`src/rtl/mem_pkg.sv`:
```
// Shared types and helpers for the memory arbiter.
// Grant owner encoding and byte-to-word address translation.
`ifndef XLEN
`define XLEN 32
`endif

package mem_pkg;

  typedef enum logic [1:0] {
    GNT_NONE = 2'd0,
    GNT_IF   = 2'd1,
    GNT_D    = 2'd2
  } gnt_t;

  localparam int WORD_OFF = 2;

  function automatic logic [31:0] byte2word(
    input logic [31:0] addr,
    input int unsigned idx_w
  );
    return (addr >> WORD_OFF) & ((32'd1 << idx_w) - 32'd1);
  endfunction

endpackage

```
`src/rtl/mem_rr_prio.sv`:
```
// Data-first priority with a streak guard that lets
// a waiting fetch in after MAX_DSTREAK data grants.
module mem_rr_prio #(
  parameter int MAX_DSTREAK = 4
) (
  input  logic clk,
  input  logic rst,
  input  logic if_req,
  input  logic d_req,
  output logic sel_if,
  output logic sel_d
);

  localparam int CW = $clog2(MAX_DSTREAK + 1);
  localparam logic [CW-1:0] DMAX = CW'(MAX_DSTREAK);

  logic [CW-1:0] dstreak;
  logic          guard;

  assign guard  = if_req && (dstreak == DMAX);
  assign sel_d  = !rst && d_req && !guard;
  assign sel_if = !rst && if_req && !sel_d;

  always_ff @(posedge clk) begin
    if (rst) begin
      dstreak <= '0;
    end else if (!if_req || sel_if) begin
      dstreak <= '0;
    end else if (sel_d && dstreak != DMAX) begin
      dstreak <= dstreak + 1'b1;
    end
  end

endmodule

```
`src/rtl/mem_arbiter.sv`:
```
// Shares one memory port between fetch and load/store,
// returning registered read data one cycle after grant.
module mem_arbiter
  import mem_pkg::*;
#(
  parameter int XLEN        = `XLEN,
  parameter int IDX_W       = 10,
  parameter int MAX_DSTREAK = 4
) (
  input  logic            clk,
  input  logic            rst,
  input  logic            if_req,
  input  logic [XLEN-1:0] if_addr,
  output logic            if_gnt,
  output logic            if_rvalid,
  output logic [XLEN-1:0] if_rdata,
  input  logic            d_req,
  input  logic            d_we,
  input  logic [XLEN-1:0] d_addr,
  input  logic [XLEN-1:0] d_wdata,
  output logic            d_gnt,
  output logic            d_rvalid,
  output logic [XLEN-1:0] d_rdata,
  output logic            d_err,
  output logic            mem_read_en,
  output logic            mem_write_en,
  output logic [XLEN-1:0] mem_addr,
  output logic [XLEN-1:0] mem_wdata,
  input  logic [XLEN-1:0] mem_rdata
);

  logic            sel_if;
  logic            sel_d;
  logic            d_mis;
  logic            d_rsp;
  logic [XLEN-1:0] sel_addr;
  gnt_t            owner;
  gnt_t            last_gnt;
  logic            rsp_if_v;
  logic [XLEN-1:0] rsp_if_data;
  logic            rsp_d_v;
  logic [XLEN-1:0] rsp_d_data;
  logic            rsp_d_err;

  mem_rr_prio #(
    .MAX_DSTREAK(MAX_DSTREAK)
  ) u_prio (
    .clk   (clk),
    .rst   (rst),
    .if_req(if_req),
    .d_req (d_req),
    .sel_if(sel_if),
    .sel_d (sel_d)
  );

  assign d_mis = |d_addr[1:0];
  // Misaligned data grants still answer, with an error and no memory touch.
  assign d_rsp = sel_d && (d_mis || !d_we);

  always_comb begin
    owner = GNT_NONE;
    unique case (1'b1)
      sel_if:  owner = GNT_IF;
      sel_d:   owner = GNT_D;
      default: owner = GNT_NONE;
    endcase
  end

  assign sel_addr     = sel_d ? d_addr : if_addr;
  assign mem_addr     = XLEN'(byte2word(32'(sel_addr), IDX_W));
  assign mem_wdata    = sel_d ? d_wdata : '0;
  assign mem_read_en  = sel_if || (sel_d && !d_we && !d_mis);
  assign mem_write_en = sel_d && d_we && !d_mis;

  assign if_gnt = sel_if;
  assign d_gnt  = sel_d;

  // A fetch grant is the only GNT_IF source and always returns data.
  assign rsp_if_v = (last_gnt == GNT_IF);

  always_ff @(posedge clk) begin
    if (rst) begin
      last_gnt    <= GNT_NONE;
      rsp_if_data <= '0;
      rsp_d_v     <= 1'b0;
      rsp_d_data  <= '0;
      rsp_d_err   <= 1'b0;
    end else begin
      last_gnt  <= owner;
      rsp_d_v   <= d_rsp;
      rsp_d_err <= sel_d && d_mis;
      if (sel_if)
        rsp_if_data <= mem_rdata;
      if (d_rsp)
        rsp_d_data <= d_mis ? '0 : mem_rdata;
    end
  end

  // Responses are hidden while reset is high so a pending one is dropped.
  assign if_rvalid = rsp_if_v && !rst;
  assign if_rdata  = rst ? '0 : rsp_if_data;
  assign d_rvalid  = rsp_d_v && !rst;
  assign d_rdata   = rst ? '0 : rsp_d_data;
  assign d_err     = rsp_d_err && !rst;

endmodule

```
`config.mk`:
```
export PLATFORM = sky130hd
export DESIGN_NAME = mem_arbiter
export DESIGN_NICKNAME = d
export VERILOG_FILES = /design/src/rtl/mem_pkg.sv /design/src/rtl/mem_rr_prio.sv /design/src/rtl/mem_arbiter.sv
export SDC_FILE = /design/constraint.sdc
export NUM_CORES = 1
export LEC_CHECK = 0
export CORE_MARGIN = 2
export CORE_UTILIZATION = 30
export DETAILED_ROUTE_END_ITERATION = 12
export PLACE_DENSITY = 0.76
export SKIP_CTS_REPAIR_TIMING = 1
export SLEW_MARGIN = 20
export SYNTH_ARGS = -nofsm -noshare
export SYNTH_HDL_FRONTEND = slang
export SYNTH_SLANG_ARGS = --single-unit
```
`constraint.sdc`:
```
create_clock -name clk -period 1.9 [get_ports clk]
set_input_delay 0.475 -clock clk [delete_from_list [all_inputs] [get_ports clk]]
set_output_delay 0.475 -clock clk [all_outputs]
set_load 0.01 [all_outputs]
```
## After elaboration in Yosys (flattened, before gate mapping)

Index checks and enable logic that the tools add are counted.

- Input port bits: 133
- Bits in writable memories: 0
- ROM bits: 0
- Register bits after elaboration: 71
- Output and inout port bits: 135
- Logic and storage cells: 42
- Memories: 0
- Latch bits: 0

- Eq/ne operators: 3
- Divide/modulo/power cells: 0
- Add/sub/neg operators: 1
- Bitwise operators: 0
- Order comparisons: 0
- Shift operators: 0
- Reduce and logical (&&, ||, !) cells: 26
- Mux-type cells: 6
- Multipliers: 0

Operators with widths:

| operator | number |
|---|---|
| 32-bit 2-to-1 mux | 4 |
| 1-bit logical AND | 15 |
| 12-bit 2-to-1 mux | 1 |
| 1-bit logical NOT | 6 |
| 2-bit case mux with 2 select lines | 1 |
| 2-bit OR reduction | 2 |
| 3-bit by 1-bit adder with 3-bit output, second input constant | 1 |
| 3-bit equality test, second input constant | 1 |
| 1-bit logical OR | 3 |
| 3-bit inequality test, second input constant | 1 |
| 2-bit by 1-bit equality test with 1-bit output, second input constant | 1 |

## Logic depth before layout (Yosys ltp)

- Depth after elaboration: 8
- Mapped depth: 7
- Gate-level depth less buffers: 5

## Cells and area by module

A second synthesis with hierarchy kept.

- Cell total of the unflattened synthesis: 352
- Area, all modules: 3423.3 um2

By module, submodules not included:

| module | cells each | instances | area an instance (um2) | seq. area each (um2) |
|---|---|---|---|---|
| mem_arbiter | 333 | 1 | 3253.1 | 1361.3 |
| mem_rr_prio | 19 | 1 | 170.2 | 60.1 |

## Least setup slack after synthesis

Ideal clock, no wire load.

- Kind: reg-to-output
- Start: reg u_prio.dstreak[0]
- End: out mem_addr[2]
- Path slack: -66 ps
- Arrival time: 1491 ps
- Cell stages (with the launch flop): 7
- Path buffers: 1
- Path through: dfxtp_1 -> inv_1 -> ha_1 -> nand3_1 -> and2_4 -> buf_4 -> mux2_2

- Word-level cells in the longest chain between the ends: 5

Ends and longest elaborated chain:

| element | RTL line | source |
|---|---|---|
| from (decl) | mem_rr_prio.sv:17 | `logic [CW-1:0] dstreak;` |
| from (signal assigned) | mem_rr_prio.sv:30 | `dstreak <= dstreak + 1'b1;` |
| 3-bit equality test | mem_rr_prio.sv:20 | `assign guard = if_req && (dstreak == DMAX);` |
| 1-bit logical AND | mem_rr_prio.sv:20 |  |
| 1-bit logical NOT | mem_rr_prio.sv:21 | `assign sel_d = !rst && d_req && !guard;` |
| 1-bit logical AND | mem_rr_prio.sv:21 |  |
| net d_gnt | mem_arbiter.sv:21 | `output logic d_gnt,` |
| 12-bit 2-to-1 mux | mem_arbiter.sv:69 | `assign sel_addr = sel_d ? d_addr : if_addr;` |
| to (decl) | mem_arbiter.sv:27 | `output logic [XLEN-1:0] mem_addr,` |

The timed path passes the listed nets, and every way through them passes these cells.

## Worst setup path in the final report

- Start: reg u_prio.dstreak[0]
- End: out mem_addr[8]

- Word-level cells in the longest chain between the ends: 5

Ends and longest elaborated chain:

| element | RTL line |
|---|---|
| 3-bit equality test | mem_rr_prio.sv:20 |
| 1-bit logical AND | mem_rr_prio.sv:20 |
| 1-bit logical NOT | mem_rr_prio.sv:21 |
| 1-bit logical AND | mem_rr_prio.sv:21 |
| 12-bit 2-to-1 mux | mem_arbiter.sv:69 |

Every way passes these cells.

==> run_results.csv <==
group,metric,value,unit
outcome,run_status,"finished, violations left",
outcome,violations,"negative setup slack",
finish,mostFrequentLayoutCell,"sky130_fd_sc_hd__clkdlybuf4s50_1",
sta,finalHoldViolCount,0,
sta,finClkSkew,0.00831,ns
finish,antenna_cells_inserted,0,
yosys,yosys_warnings,0,
critical_path,setup.worst_path.start_class,"flop",
routing,route.vias.total,3308,
finish,area.growth.synth_to_final,97.5,%
routing,viasPerCell,4.66,
sta,grt_setup_unrepaired,"true",
power_and_ir_drop,power.static_leakage,3.96,nW
global_route,grt_start_max_net_pins,68,
die,fp.dieArea,0.0119,mm²
critical_path,kind_of_end_point_of_the_critical_path,"output port",
clock_network,cts_root_buffer,"sky130_fd_sc_hd__clkbuf_8",
power_and_ir_drop,ir_drop,0.000278,V
die,initial_utilization,0.306,
routing,drt_iter0_markers,131,
finish,final_layout_size_suffix_gt1_frac,0.365,
placed_design,dpl-instance-area,0.00563,mm²
yosys,synth_sequential_area_ratio,0.430,
power_and_ir_drop,cellPowerDensity,566,mW/mm²
critical_path,r2r_setup_slk,0.07,ns
die,design.core.area,0.0108,mm²
routing,finalWirelength,12.1,mm
routing,remaining_drc_errors,0,
clock_network,cts.sink_count,71,
job,cap_violations,0,
clock_network,cts.htree.levels,3,
clock_network,worstSkewPairLatency,0.35,ns
sta,final_min_period_over_clock_period,1.16,
global_route,remaining_overflow_grt,0,
global_route,grt_pass1_vias,3198,
clock_network,cts_max_path_buffers,2,
yosys,post_synth.cell_area_avg,10.3,µm²
finish,final_cell_mix,"sky130_fd_sc_hd__clkdlybuf4s50_1 (87), sky130_fd_sc_hd__dlymetal6s2s_1 (69), sky130_fd_sc_hd__dfxtp_1 (69), sky130_fd_sc_hd__nor2b_1 (54), sky130_fd_sc_hd__buf_6 (47)",
die,i_o_pins,268,
die,die_height,109,µm
global_route,antenna_found_initial,0,
yosys,synth_area,0.00331,mm²
clock_network,path_clk_slew,0.07,ns
clock_network,cts_inserted_buffers,9,
routing,met1_length,4.43,mm
sta,finalSetupTns,-8.39,ns
routing,detail_route.first_pass.iterations,6,
yosys,yosysUniqueCellTypes,28,
sta,final-setup-viol-count,46,
routing,drt-wirelength-per-cell,17.1,µm
sta,drv_slew,0,
finish,post-route-cell-area,0.00653,mm²
yosys,synth_cells,321,
yosys,postSynth.asyncResetShare,0,
critical_path,worst-path-max-fanout,7,
critical_path,worstPathRequired,1.42,ns
finish,finish.net_count,700,
routing,remaining_antenna_violation_count,0,
yosys,ys_ff_latch,71,
placed_design,io_buffer_count,203,
routing,routed.top_layer,"met4",
worst_hold_path,hold_path.class,"flop to flop",
sta,finalCriticalPeriod,2.20,ns
sta,fmaxAchievable,0.454,GHz
clock_network,tritoncts,"done",
sta,setup_ws,-0.303,ns
critical_path,worstSetupPathType,"flop to output port",
die,dieWidth,109,µm
yosys,ys.flop_type,"sky130_fd_sc_hd__dfxtp_1",
global_route,globalRouteTotalUtil,0.173,
yosys,synth_enable_flop_cells,0,
placed_design,hpwl_detailed,7.91,mm
placed_design,place.gp.congestion,0.807,
routing,met3RoutedLength,846,µm
global_route,grt_pass1_wl,15.7,mm
critical_path,critical_path_arrival,1.73,ns
die,core.rowCount,38,
routing,met2_wirelength,6.52,mm
==> state kept, by name (all words and copies together) (netlist names) <==
name	count
last_gnt	2
rsp_d_data	32
rsp_d_err	1
rsp_d_v	1
rsp_if_data	32
u_prio.dstreak	3
==> layout make-up <==
cell class	instances	area (µm²)
Inverter	5	18.8
Clock buffer	11	151
Clock inverter	5	80.1
Multi-Input combinational cell	220	1880
Sequential cell	71	1420
Timing Repair Buffer	258	2800
Tap cell	140	175
Fill cell	875	4260
==> critical path, cell delays in order, from the launching register on <==
cell and delay, ns:
sky130_fd_sc_hd__dfxtp_2 0.33, sky130_fd_sc_hd__inv_2 0.05, sky130_fd_sc_hd__ha_4 0.17, sky130_fd_sc_hd__nand3_4 0.12
sky130_fd_sc_hd__and2_4 0.26, sky130_fd_sc_hd__mux2_4 0.33, sky130_fd_sc_hd__buf_6 0.12
==> where the power goes <==
group          total (mW)  switching, mW  internal, mW
clock network        1.39          0.579         0.809
registers            1.55         0.0111          1.54
logic               0.754          0.286         0.467
==> kinds of logic after synthesis <==
group | after synthesis | share of synthesized area
compound gates | 34 | 0.0931
fa+ha+maj | 2 | 0.00757
buf+inv | 52 | 0.100
flops | 71 | 0.430
mux | 43 | 0.146
other cells | 1 | 0.00113
simple gates | 118 | 0.222
==> synth_stat cells, types with 2 or more instances <==
master | number | area, µm²
sky130_fd_sc_hd__nor2_1 | 5 | 18.8
sky130_fd_sc_hd__clkbuf_1 | 12 | 45.0
sky130_fd_sc_hd__nand3_1 | 3 | 15.0
sky130_fd_sc_hd__nand2_1 | 2 | 7.51
sky130_fd_sc_hd__nor2b_1 | 64 | 400
sky130_fd_sc_hd__and3_1 | 33 | 206
sky130_fd_sc_hd__buf_2 | 4 | 20.0
sky130_fd_sc_hd__and2b_1 | 4 | 30.0
sky130_fd_sc_hd__a22o_1 | 31 | 272
sky130_fd_sc_hd__dfxtp_1 | 71 | 1420
sky130_fd_sc_hd__ha_1 | 2 | 25.0
sky130_fd_sc_hd__inv_1 | 5 | 18.8
sky130_fd_sc_hd__buf_6 | 4 | 45.0
sky130_fd_sc_hd__buf_4 | 27 | 203
sky130_fd_sc_hd__mux2_1 | 2 | 22.5
sky130_fd_sc_hd__mux2_2 | 40 | 450
==> final timing paths <==
| kind | to | cells after the start | startpoint |
|---|---|---|---|
| worst max register to register | rsp_if_data[15] | 9 | u_prio.dstreak[0] |
| worst max-delay path | mem_addr[8] | 6 | u_prio.dstreak[0] |
| worst min-delay path | u_prio.dstreak[0] | 2 | u_prio.dstreak[0] |
| worst min register to register | u_prio.dstreak[0] | 2 | u_prio.dstreak[0] |
==> per-layer routing <==
metal / track usage / vias up
li1: - / 1547
met1: 0.177 / 1582
met2: 0.324 / 151
met3: 0.0556 / 28
met4: 0.0678 / 0
met5: 0 / -
==> per-stage QoR <==
stage | cells | hold slack, ns | setup slack [ns] | power [mW] | util
CTS | 695 | 0.520 | -0.898 | 3.67 | 0.543
floorplan | 342 | 0.417 | 0.00939 | 1.88 | -
detailed placement | 679 | 0.508 | -0.888 | 2.27 | 0.521
global placement | 679 | 0.494 | -0.869 | 2.26 | 0.521
global route | 710 | 0.531 | -0.376 | 3.85 | 0.605
finish | 710 | 0.513 | -0.303 | 3.70 | 0.605
No activity file was read; power rests on OpenSTA's default activity.
